--- config.mk ---
export PLATFORM = sky130hd
export DESIGN_NAME = pwr_mode_requester
export DESIGN_NICKNAME = d
export VERILOG_FILES = /design/src/rtl/pwr_req_pkg.sv /design/src/rtl/sat_counter.sv /design/src/rtl/pwr_mode_requester.sv
export SDC_FILE = /design/constraint.sdc
export NUM_CORES = 1
export LEC_CHECK = 0
export CAP_MARGIN = 20
export CORE_ASPECT_RATIO = 1.1
export CORE_MARGIN = 2
export CORE_UTILIZATION = 53
export CTS_BUF_LIST = sky130_fd_sc_hd__clkbuf_16
export CTS_CLUSTER_SIZE = 30
export DETAILED_ROUTE_END_ITERATION = 12
export GPL_ROUTABILITY_DRIVEN = 0
export HOLD_SLACK_MARGIN = 0.15
export PLACE_DENSITY = 0.77
export SLEW_MARGIN = 10
export SYNTH_ARGS = -nofsm -noshare
export SYNTH_HDL_FRONTEND = slang
export SYNTH_SLANG_ARGS = --single-unit
export TNS_END_PERCENT = 5
--- constraint.sdc ---
create_clock -name clk -period 2.6 [get_ports clk]
set_input_delay 0.52 -clock clk [delete_from_list [all_inputs] [get_ports clk]]
set_output_delay 0.52 -clock clk [all_outputs]
set_load 0.05 [all_outputs]
--- src/rtl/pwr_req_pkg.sv ---
// Shared types and constants for the power-mode handshake initiator.
package pwr_req_pkg;

  typedef enum logic [1:0] {
    REQ_ON,
    REQ_SLEEP,
    REQ_OFF,
    REQ_WAKE
  } pwr_req_state_e;

  localparam logic MODE_D1_OFF = 1'b0;
  localparam logic MODE_D1_ON  = 1'b1;

  localparam int ERR_TIMEOUT   = 0;
  localparam int ERR_UNEXP_ACK = 1;

endpackage

--- src/rtl/sat_counter.sv ---
// Up-counter with synchronous clear that holds once it reaches MAX.
module sat_counter #(
  parameter int unsigned MAX = 16,
  parameter int unsigned W   = $clog2(MAX + 1)
) (
  input  logic         clk,
  input  logic         reset,
  input  logic         clr,
  input  logic         inc,
  output logic [W-1:0] cnt
);

  localparam logic [W-1:0] CNT_MAX = W'(MAX);

  always_ff @(posedge clk) begin
    if (reset || clr) begin
      cnt <= '0;
    end else if (inc && (cnt != CNT_MAX)) begin
      cnt <= cnt + W'(1);
    end
  end

endmodule

--- src/rtl/pwr_mode_requester.sv ---
// Initiator of the mode/mode_req/mode_ack handshake: requests D1 power-down after
// an idle period and wake-up on activity, flagging ack timeouts and stray acks.
//   state     | meaning
//   REQ_ON    | D1 usable, counting idle cycles
//   REQ_SLEEP | power-down requested, waiting for ack
//   REQ_OFF   | D1 off, waiting for a wake reason
//   REQ_WAKE  | power-up requested, waiting for ack
module pwr_mode_requester
  import pwr_req_pkg::*;
#(
  parameter int unsigned IDLE_CYCLES = 16,
  parameter int unsigned ACK_TIMEOUT = 64
) (
  input  logic       clk,
  input  logic       reset,
  input  logic       activity,
  input  logic       wake_req,
  input  logic       sleep_allow,
  input  logic       err_clr,
  input  logic       mode_ack,
  output logic       mode,
  output logic       mode_req,
  output logic       d1_on,
  output logic       stall,
  output logic [1:0] err
);

  localparam int unsigned IW = $clog2(IDLE_CYCLES + 1);
  localparam int unsigned AW = $clog2(ACK_TIMEOUT + 1);
  localparam logic [IW-1:0] IDLE_LAST = IW'(IDLE_CYCLES - 1);
  localparam logic [AW-1:0] ACK_LAST  = AW'(ACK_TIMEOUT - 1);

  pwr_req_state_e state_q, state_d;
  logic           pend_q, pend_d;
  logic [1:0]     err_q, err_d;
  logic           mode_q, mode_d;
  logic           mode_req_q, mode_req_d;
  logic           d1_on_q, d1_on_d;
  logic           stall_q, stall_d;

  logic           idle_clr, idle_inc;
  logic           ack_clr, ack_inc;
  logic [IW-1:0]  idle_cnt;
  logic [AW-1:0]  ack_cnt;
  logic           idle_cycle, in_req_q, in_req_d;
  logic           timeout_set, unexp_ack;

  sat_counter #(.MAX(IDLE_CYCLES), .W(IW)) u_idle_cnt (
    .clk   (clk),
    .reset (reset),
    .clr   (idle_clr),
    .inc   (idle_inc),
    .cnt   (idle_cnt)
  );

  sat_counter #(.MAX(ACK_TIMEOUT), .W(AW)) u_ack_cnt (
    .clk   (clk),
    .reset (reset),
    .clr   (ack_clr),
    .inc   (ack_inc),
    .cnt   (ack_cnt)
  );

  assign idle_cycle = ~activity & ~wake_req & sleep_allow;

  always_comb begin
    state_d   = state_q;
    pend_d    = pend_q;
    idle_clr  = 1'b1;
    idle_inc  = 1'b0;
    unexp_ack = 1'b0;
    case (state_q)
      REQ_ON: begin
        unexp_ack = mode_ack;
        if (idle_cycle) begin
          idle_clr = 1'b0;
          idle_inc = 1'b1;
          if (idle_cnt == IDLE_LAST) state_d = REQ_SLEEP;
        end
      end
      REQ_SLEEP: begin
        if (activity || wake_req) pend_d = 1'b1;
        if (mode_ack) state_d = REQ_OFF;
      end
      REQ_OFF: begin
        unexp_ack = mode_ack;
        if (pend_q || wake_req || activity) begin
          state_d = REQ_WAKE;
          pend_d  = 1'b0;
        end
      end
      REQ_WAKE: begin
        if (mode_ack) state_d = REQ_ON;
      end
      default: state_d = REQ_ON;
    endcase

    // Ack counter holds the number of request cycles including the current one.
    in_req_q    = (state_q == REQ_SLEEP) || (state_q == REQ_WAKE);
    in_req_d    = (state_d == REQ_SLEEP) || (state_d == REQ_WAKE);
    ack_clr     = ~in_req_d;
    ack_inc     = in_req_d;
    timeout_set = in_req_q && ~mode_ack && (ack_cnt == ACK_LAST);

    err_d                = err_q & {2{~err_clr}};
    err_d[ERR_TIMEOUT]   = err_d[ERR_TIMEOUT] | timeout_set;
    err_d[ERR_UNEXP_ACK] = err_d[ERR_UNEXP_ACK] | unexp_ack;

    mode_d     = ((state_d == REQ_ON) || (state_d == REQ_WAKE)) ? MODE_D1_ON : MODE_D1_OFF;
    mode_req_d = in_req_d;
    d1_on_d    = (state_d == REQ_ON);
    stall_d    = ~d1_on_d;
  end

  always_ff @(posedge clk) begin
    if (reset) begin
      state_q    <= REQ_ON;
      pend_q     <= 1'b0;
      err_q      <= '0;
      mode_q     <= MODE_D1_ON;
      mode_req_q <= 1'b0;
      d1_on_q    <= 1'b1;
      stall_q    <= 1'b0;
    end else begin
      state_q    <= state_d;
      pend_q     <= pend_d;
      err_q      <= err_d;
      mode_q     <= mode_d;
      mode_req_q <= mode_req_d;
      d1_on_q    <= d1_on_d;
      stall_q    <= stall_d;
    end
  end

  assign mode     = mode_q;
  assign mode_req = mode_req_q;
  assign d1_on    = d1_on_q;
  assign stall    = stall_q;
  assign err      = err_q;

endmodule

# Word-level counts from Yosys, hierarchy flattened
# Index checks and enable logic that the tools add are counted.
# op_classes
div_mod_pow,0
bitwise,11
add_sub_neg,2
reduce_logical,17
magnitude_cmp,0
muxes,15
eq_ne,11
shift,0
n_mul,0
# op_table
op,n
two-way mux 2 bit,5
logical OR 1 bit,8
two-way mux 1 bit,8
one-hot mux 2 bit (4 select lines),1
"adder 7 x 1 -> 7 bit, second input constant",1
"== test 7 x 6 -> 1 bit, second input constant",1
"!= test 7 bit, second input constant",1
"== test 2 bit, second input constant",3
inverter 1 bit,6
"adder 5 x 1 -> 5 bit, second input constant",1
"== test 5 x 4 -> 1 bit, second input constant",1
"!= test 5 bit, second input constant",1
"== test 2 x 1 -> 1 bit, second input constant",2
logical AND 1 bit,4
logical NOT 2 bit,2
"!= test 2 bit, second input constant",2
AND reduction 3 bit,1
bitwise AND 1 bit,2
bitwise AND 2 bit,1
OR 1 bit,2
one-hot mux 1 bit (2 select lines),1
nonzero test 2 bit,1
OR reduction 2 bit,1
# word_totals
memories,0
latch_bits,0
romBits,0
in_bits,7
regBits,21
elab_cells,65
out_inout_bits,6
mem_bits_rw,0

# Logic depth before layout (Yosys ltp)
# Gate-level depths: netlist of run 1.
# logic_depth
depth_word,9
depth_mapped,10
ltp_nobuf,10

# By module
# A second synthesis of run 1 with hierarchy kept.
# unflattened
hier_cells,129
hier_area_um2,1157.4
# modules_own_cells
module,area_each_um2,cells_each,instances
pwr_mode_requester,554.3,60,1
sat_counter (u_ack_cnt),340.3,40,1
sat_counter (u_idle_cnt),262.8,29,1

# Least setup slack after synthesis of run 1
# OpenSTA, ideal clock, no wires.
# synth_path
path_type,register -> register
from,register state_q[1]
to,register u_ack_cnt.cnt[0]
n_path_buf,0
stages_incl_launch_ff,11
setup_slack_ns,0.629
setup_ns,0.122
period_less_slack_ns,1.971
t_arrival_ns,1.849
path_cell_list,dfxtp_1 > inv_1 > ha_1 > o21ba_2 > o31ai_1 > nand3_1 > ha_1 > o21bai_4 > inv_1 > nand4_1 > o21ai_0
# synth_between
elab_cells_between_ends,16
cone_classes,eq/ne (5); mux (6); bitwise (1); reduce/logical (4)
# synth_rtl
element,line,rtl
start: declaration,pwr_mode_requester.sv:33,"pwr_req_state_e state_q, state_d;"
start signal: assignment,pwr_mode_requester.sv:125,state_q <= state_d;
"== test 2 bit, or another cell as far along",pwr_mode_requester.sv:72,case (state_q)
one-hot mux 2 bit (4 select lines) *,pwr_mode_requester.sv:72,
via state_d[0],pwr_mode_requester.sv:33,
== test 2 x 1 -> 1 bit / == test 2 bit (equally long branches),pwr_mode_requester.sv:100,in_req_d = (state_d == REQ_SLEEP) || (state_d == REQ_WAKE);
logical OR 1 bit *,pwr_mode_requester.sv:100,
inverter 1 bit,pwr_mode_requester.sv:101,ack_clr = ~in_req_d;
logical OR 1 bit,sat_counter.sv:16,if (reset || clr) begin
end signal: assignment,sat_counter.sv:19,cnt <= cnt + W'(1);
end: declaration,sat_counter.sv:10,output logic [W-1:0] cnt
# Mark *: on every way through the listed nets, which the timed path passes. The rest lies on a longest branch.
# A chain may end at the register's enable or synchronous reset.

# Worst setup path in the final report of run 1
# layout_path
from,input port mode_ack
to,register u_ack_cnt.cnt[2]
# layout_between
elab_chain_len,6
elab_cells_between_ends,9
cone_classes,eq/ne (2); mux (3); bitwise (1); reduce/logical (3)
# layout_lines
element,line,rtl
start: declaration,pwr_mode_requester.sv:20,"input logic mode_ack,"
two-way mux 2 bit (on tied branches),"pwr_mode_requester.sv:93, pwr_mode_requester.sv:83",
one-hot mux 2 bit (4 select lines) *,pwr_mode_requester.sv:72,
via state_d[0],pwr_mode_requester.sv:33,
== test 2 x 1 -> 1 bit / == test 2 bit (equally long branches),pwr_mode_requester.sv:100,
logical OR 1 bit *,pwr_mode_requester.sv:100,
inverter 1 bit,pwr_mode_requester.sv:101,
logical OR 1 bit,sat_counter.sv:16,
# Marked as above.

==> flow_summary.yaml, run 1 <==
run_status:
  status: "finished clean"
cts:
  ctsHoldBuffers: 0
  clockBufferDepth: 2
  cts_max_level: 1
  cts_setup_buffers: 0
  clock_latency_ns: 0.25
  cts.sinks: 21
  cts_tree: "built"
  ctsResizeCount: 0
  clkTransAtPathRegs_ns: 0.05
  cts-buffers-inserted: 3
  root_buffer: "clkbuf_16"
pwr:
  power.switching_mw: 0.120
  pwr_density_cell_nw_per_um2: 511
  leakage_nw: 0.491
  internal-power_mw: 0.542
  peakVddDrop_v: 0.000409
  combPwrFrac: 0.038
  pwr-share-clk: 0.471
  p_total_mw: 0.662
  power_frac_seq: 0.490
  switching_share: 0.181
yosys:
  synth_top_area_share: 0.395
  yosysSeqAreaShare: 0.395
  synth_nets: 134
  synth_area_leaders: "dfxtp_1 39%, ha_1 14%, a21oi_1 3.8%, inv_1 3.5%, nand2b_1 3.5%"
  avgSynthCellArea_um2: 9.26
  synth_edf_count: 0
  netlist_area_um2: 1060
  synth_cell_types: 34
  ys_warn_count: 0
  ys_ff_latch: 21
  yosys.area.top_type: "dfxtp_1"
  netlist_instances: 115
  ys.flop_type: "dfxtp_1"
  async_reset_ff_frac: 0
grt:
  grt_pass1_vias: 862
  antenna_found_initial: 0
  overflow: 0
  grt_pass1_wl_um: 3260
  grt_usage: 0.181
  grt_max_degree: 12
cells_and_area:
  drive_gt1_frac: 0.0687
  multi_input_area_um2: 596
  fillCellCount: 177
  area_growth_pct: 21.6
  fin_nets: 151
  final_common_cell: "dfxtp_1"
  seq_area_um2: 420
  final_cell_mix: "21 x dfxtp_1, 12 x ha_1, 12 x clkdlybuf4s50_1, 11 x inv_1"
  antenna_cells: 0
timing:
  drv_slew: 0
  setup_viol: 0
  relSlewSlack: 0.651
  period_share: 0.896
  rsz0062_at_grt: "no"
  hold_viol_final: 0
  fmax_mhz: 429
  tightest_slew_ns: 0.522
  tns_ns: 0
  fin_crit_ns: 2.33
  fin_skew_ns: 0.00110
critical_path:
  r2r_slack_ns: 0.34
  crit_chain: "clkdlybuf4s50_1 > o21ba_2 > o31ai_1 > nand3_1 > ha_1 > o21bai_4 > inv_1 > nand3b_1 > o21ai_0"
  critPathLaunchType: "input port"
  cpPeakStageDelay_ns: 0.50
  crit_arrival_ns: 2.46
  path_max_fanout: 7
  end_kind: "flop"
  slowest_stage: "clkdlybuf4s50_1"
  critPathRequiredTime_ns: 2.73
  criticalPathCategory: "input port to flop"
drt:
  routed_via_density: 5.33
  drc: 0
  dr.pass1.iters: 4
  ant_nets: 0
  post_drt_wl_per_cell_um: 11.4
  first_iter_violations: 5
  drt-total-wl_um: 1820
  via_count: 847
flow_run:
  cap_viol_max_count: 0
placed_design:
  portBuffers: 12
  dpl.hpwl_um: 1370
die:
  die_area_um2: 2380
  row_count: 17
  ios: 13
  die_h_um: 51.0
  core_area_um2: 1960
  dieWidth_um: 46.7
  initial_utilization: 0.544
min_path:
  min_path_type: "flop to flop"
==> synth_stat cells (2+ instances only) <==
cell and n:
a21oi_1 8, and2_1 2, and3_1 2, dfxtp_1 21
ha_1 12, inv_1 10, nand2_1 8, nand2b_1 6
nand3_1 3, nand3b_1 3, nand4_1 2, nor2_1 7
nor3_1 2, o21ai_0 6, or3_1 2, xor2_1 3
==> sequential cells by signal, indices dropped and copies added (netlist names) <==
register	cells
err	2
u_idle_cnt.cnt	5
mode_req	1
state_q	2
u_ack_cnt.cnt	7
pend_q	1
stall	1
d1_on	1
mode	1
==> kinds of logic after synthesis <==
| logic type | after synthesis | synth area share |
|---|---|---|
| xor+xnor | 3 | 0.0247 |
| fa+ha+maj | 12 | 0.141 |
| flops | 21 | 0.395 |
| buf+inv | 11 | 0.0458 |
| simple gates | 45 | 0.248 |
| compound gates | 23 | 0.146 |
==> power by group through the flow <==
stage / logic (mW) / registers, mW / clock network, mW
2_1_floorplan: 0.00943 / 0.335 / 0
3_3_place_gp: 0.0247 / 0.331 / 0
3_5_place_dp: 0.0252 / 0.332 / 0
4_1_cts: 0.0254 / 0.324 / 0.317
5_1_grt: 0.0273 / 0.324 / 0.331
6_report: 0.0253 / 0.324 / 0.312
==> path summary, 6_finish.rpt <==
check,cells past startpoint,to,start
hold / removal,2,err[1],err[1]
hold reg to reg,2,err[1],err[1]
setup / recovery,9,u_ack_cnt.cnt[2],mode_ack
setup reg to reg,10,u_ack_cnt.cnt[2],state_q[1]
==> per-stage QoR <==
| stage | cells | instance area [µm²] | hold WS, ns | setup slack (ns) | util |
|---|---|---|---|---|---|
| after floorplan | 115 | 1060 | 0.462 | 0.629 | - |
| after global placement | 155 | 1220 | 0.460 | 0.128 | 0.621 |
| after detailed placement | 155 | 1220 | 0.471 | 0.0235 | 0.621 |
| after CTS | 159 | 1290 | 0.479 | 0.272 | 0.662 |
| after global routing | 159 | 1290 | 0.516 | 0.0917 | 0.662 |
| final | 159 | 1290 | 0.475 | 0.269 | 0.662 |
==> metal layers <==
metal  share of wire  global-route usage
met1            0.45               0.204
met2            0.51               0.319
met3           0.021              0.0389
met4           0.014              0.0741
met5               0                   0
==> critical path, delay by kind of cell <==
kind,cells,cell delay (ns)
AO/OA/AOI/OAI,4,0.78
buffers and inverters,2,0.64
adder cells (fa/ha/maj),1,0.25
AND/OR/NAND/NOR,2,0.27
==> area by class of cell <==
class / instances / area share
multi-input cells: 83 / 0.460
flip-flops and latches: 21 / 0.325
repair buffers: 13 / 0.0986
clock buffers: 3 / 0.0580
inverters: 10 / 0.0290
well taps: 28 / 0.0271
clock inverters: 1 / 0.00290
Note: power is estimated with default switching activity, not from simulation.
==> run 2: changes to the inputs <==
--- a/config.mk
+++ b/config.mk
@@ -14,7 +14,9 @@
 export DETAILED_ROUTE_END_ITERATION = 12
 export GPL_ROUTABILITY_DRIVEN = 0
 export HOLD_SLACK_MARGIN = 0.15
+export MAX_ROUTING_LAYER = met4
 export PLACE_DENSITY = 0.77
+export SKIP_CTS_REPAIR_TIMING = 1
 export SLEW_MARGIN = 10
 export SYNTH_ARGS = -nofsm -noshare
 export SYNTH_HDL_FRONTEND = slang
==> results of run 2 <==
Final layout, timing and power as in run 1 (identical DEF).
Main changes from that run: overall routing resource usage 0.181 -> 0.186
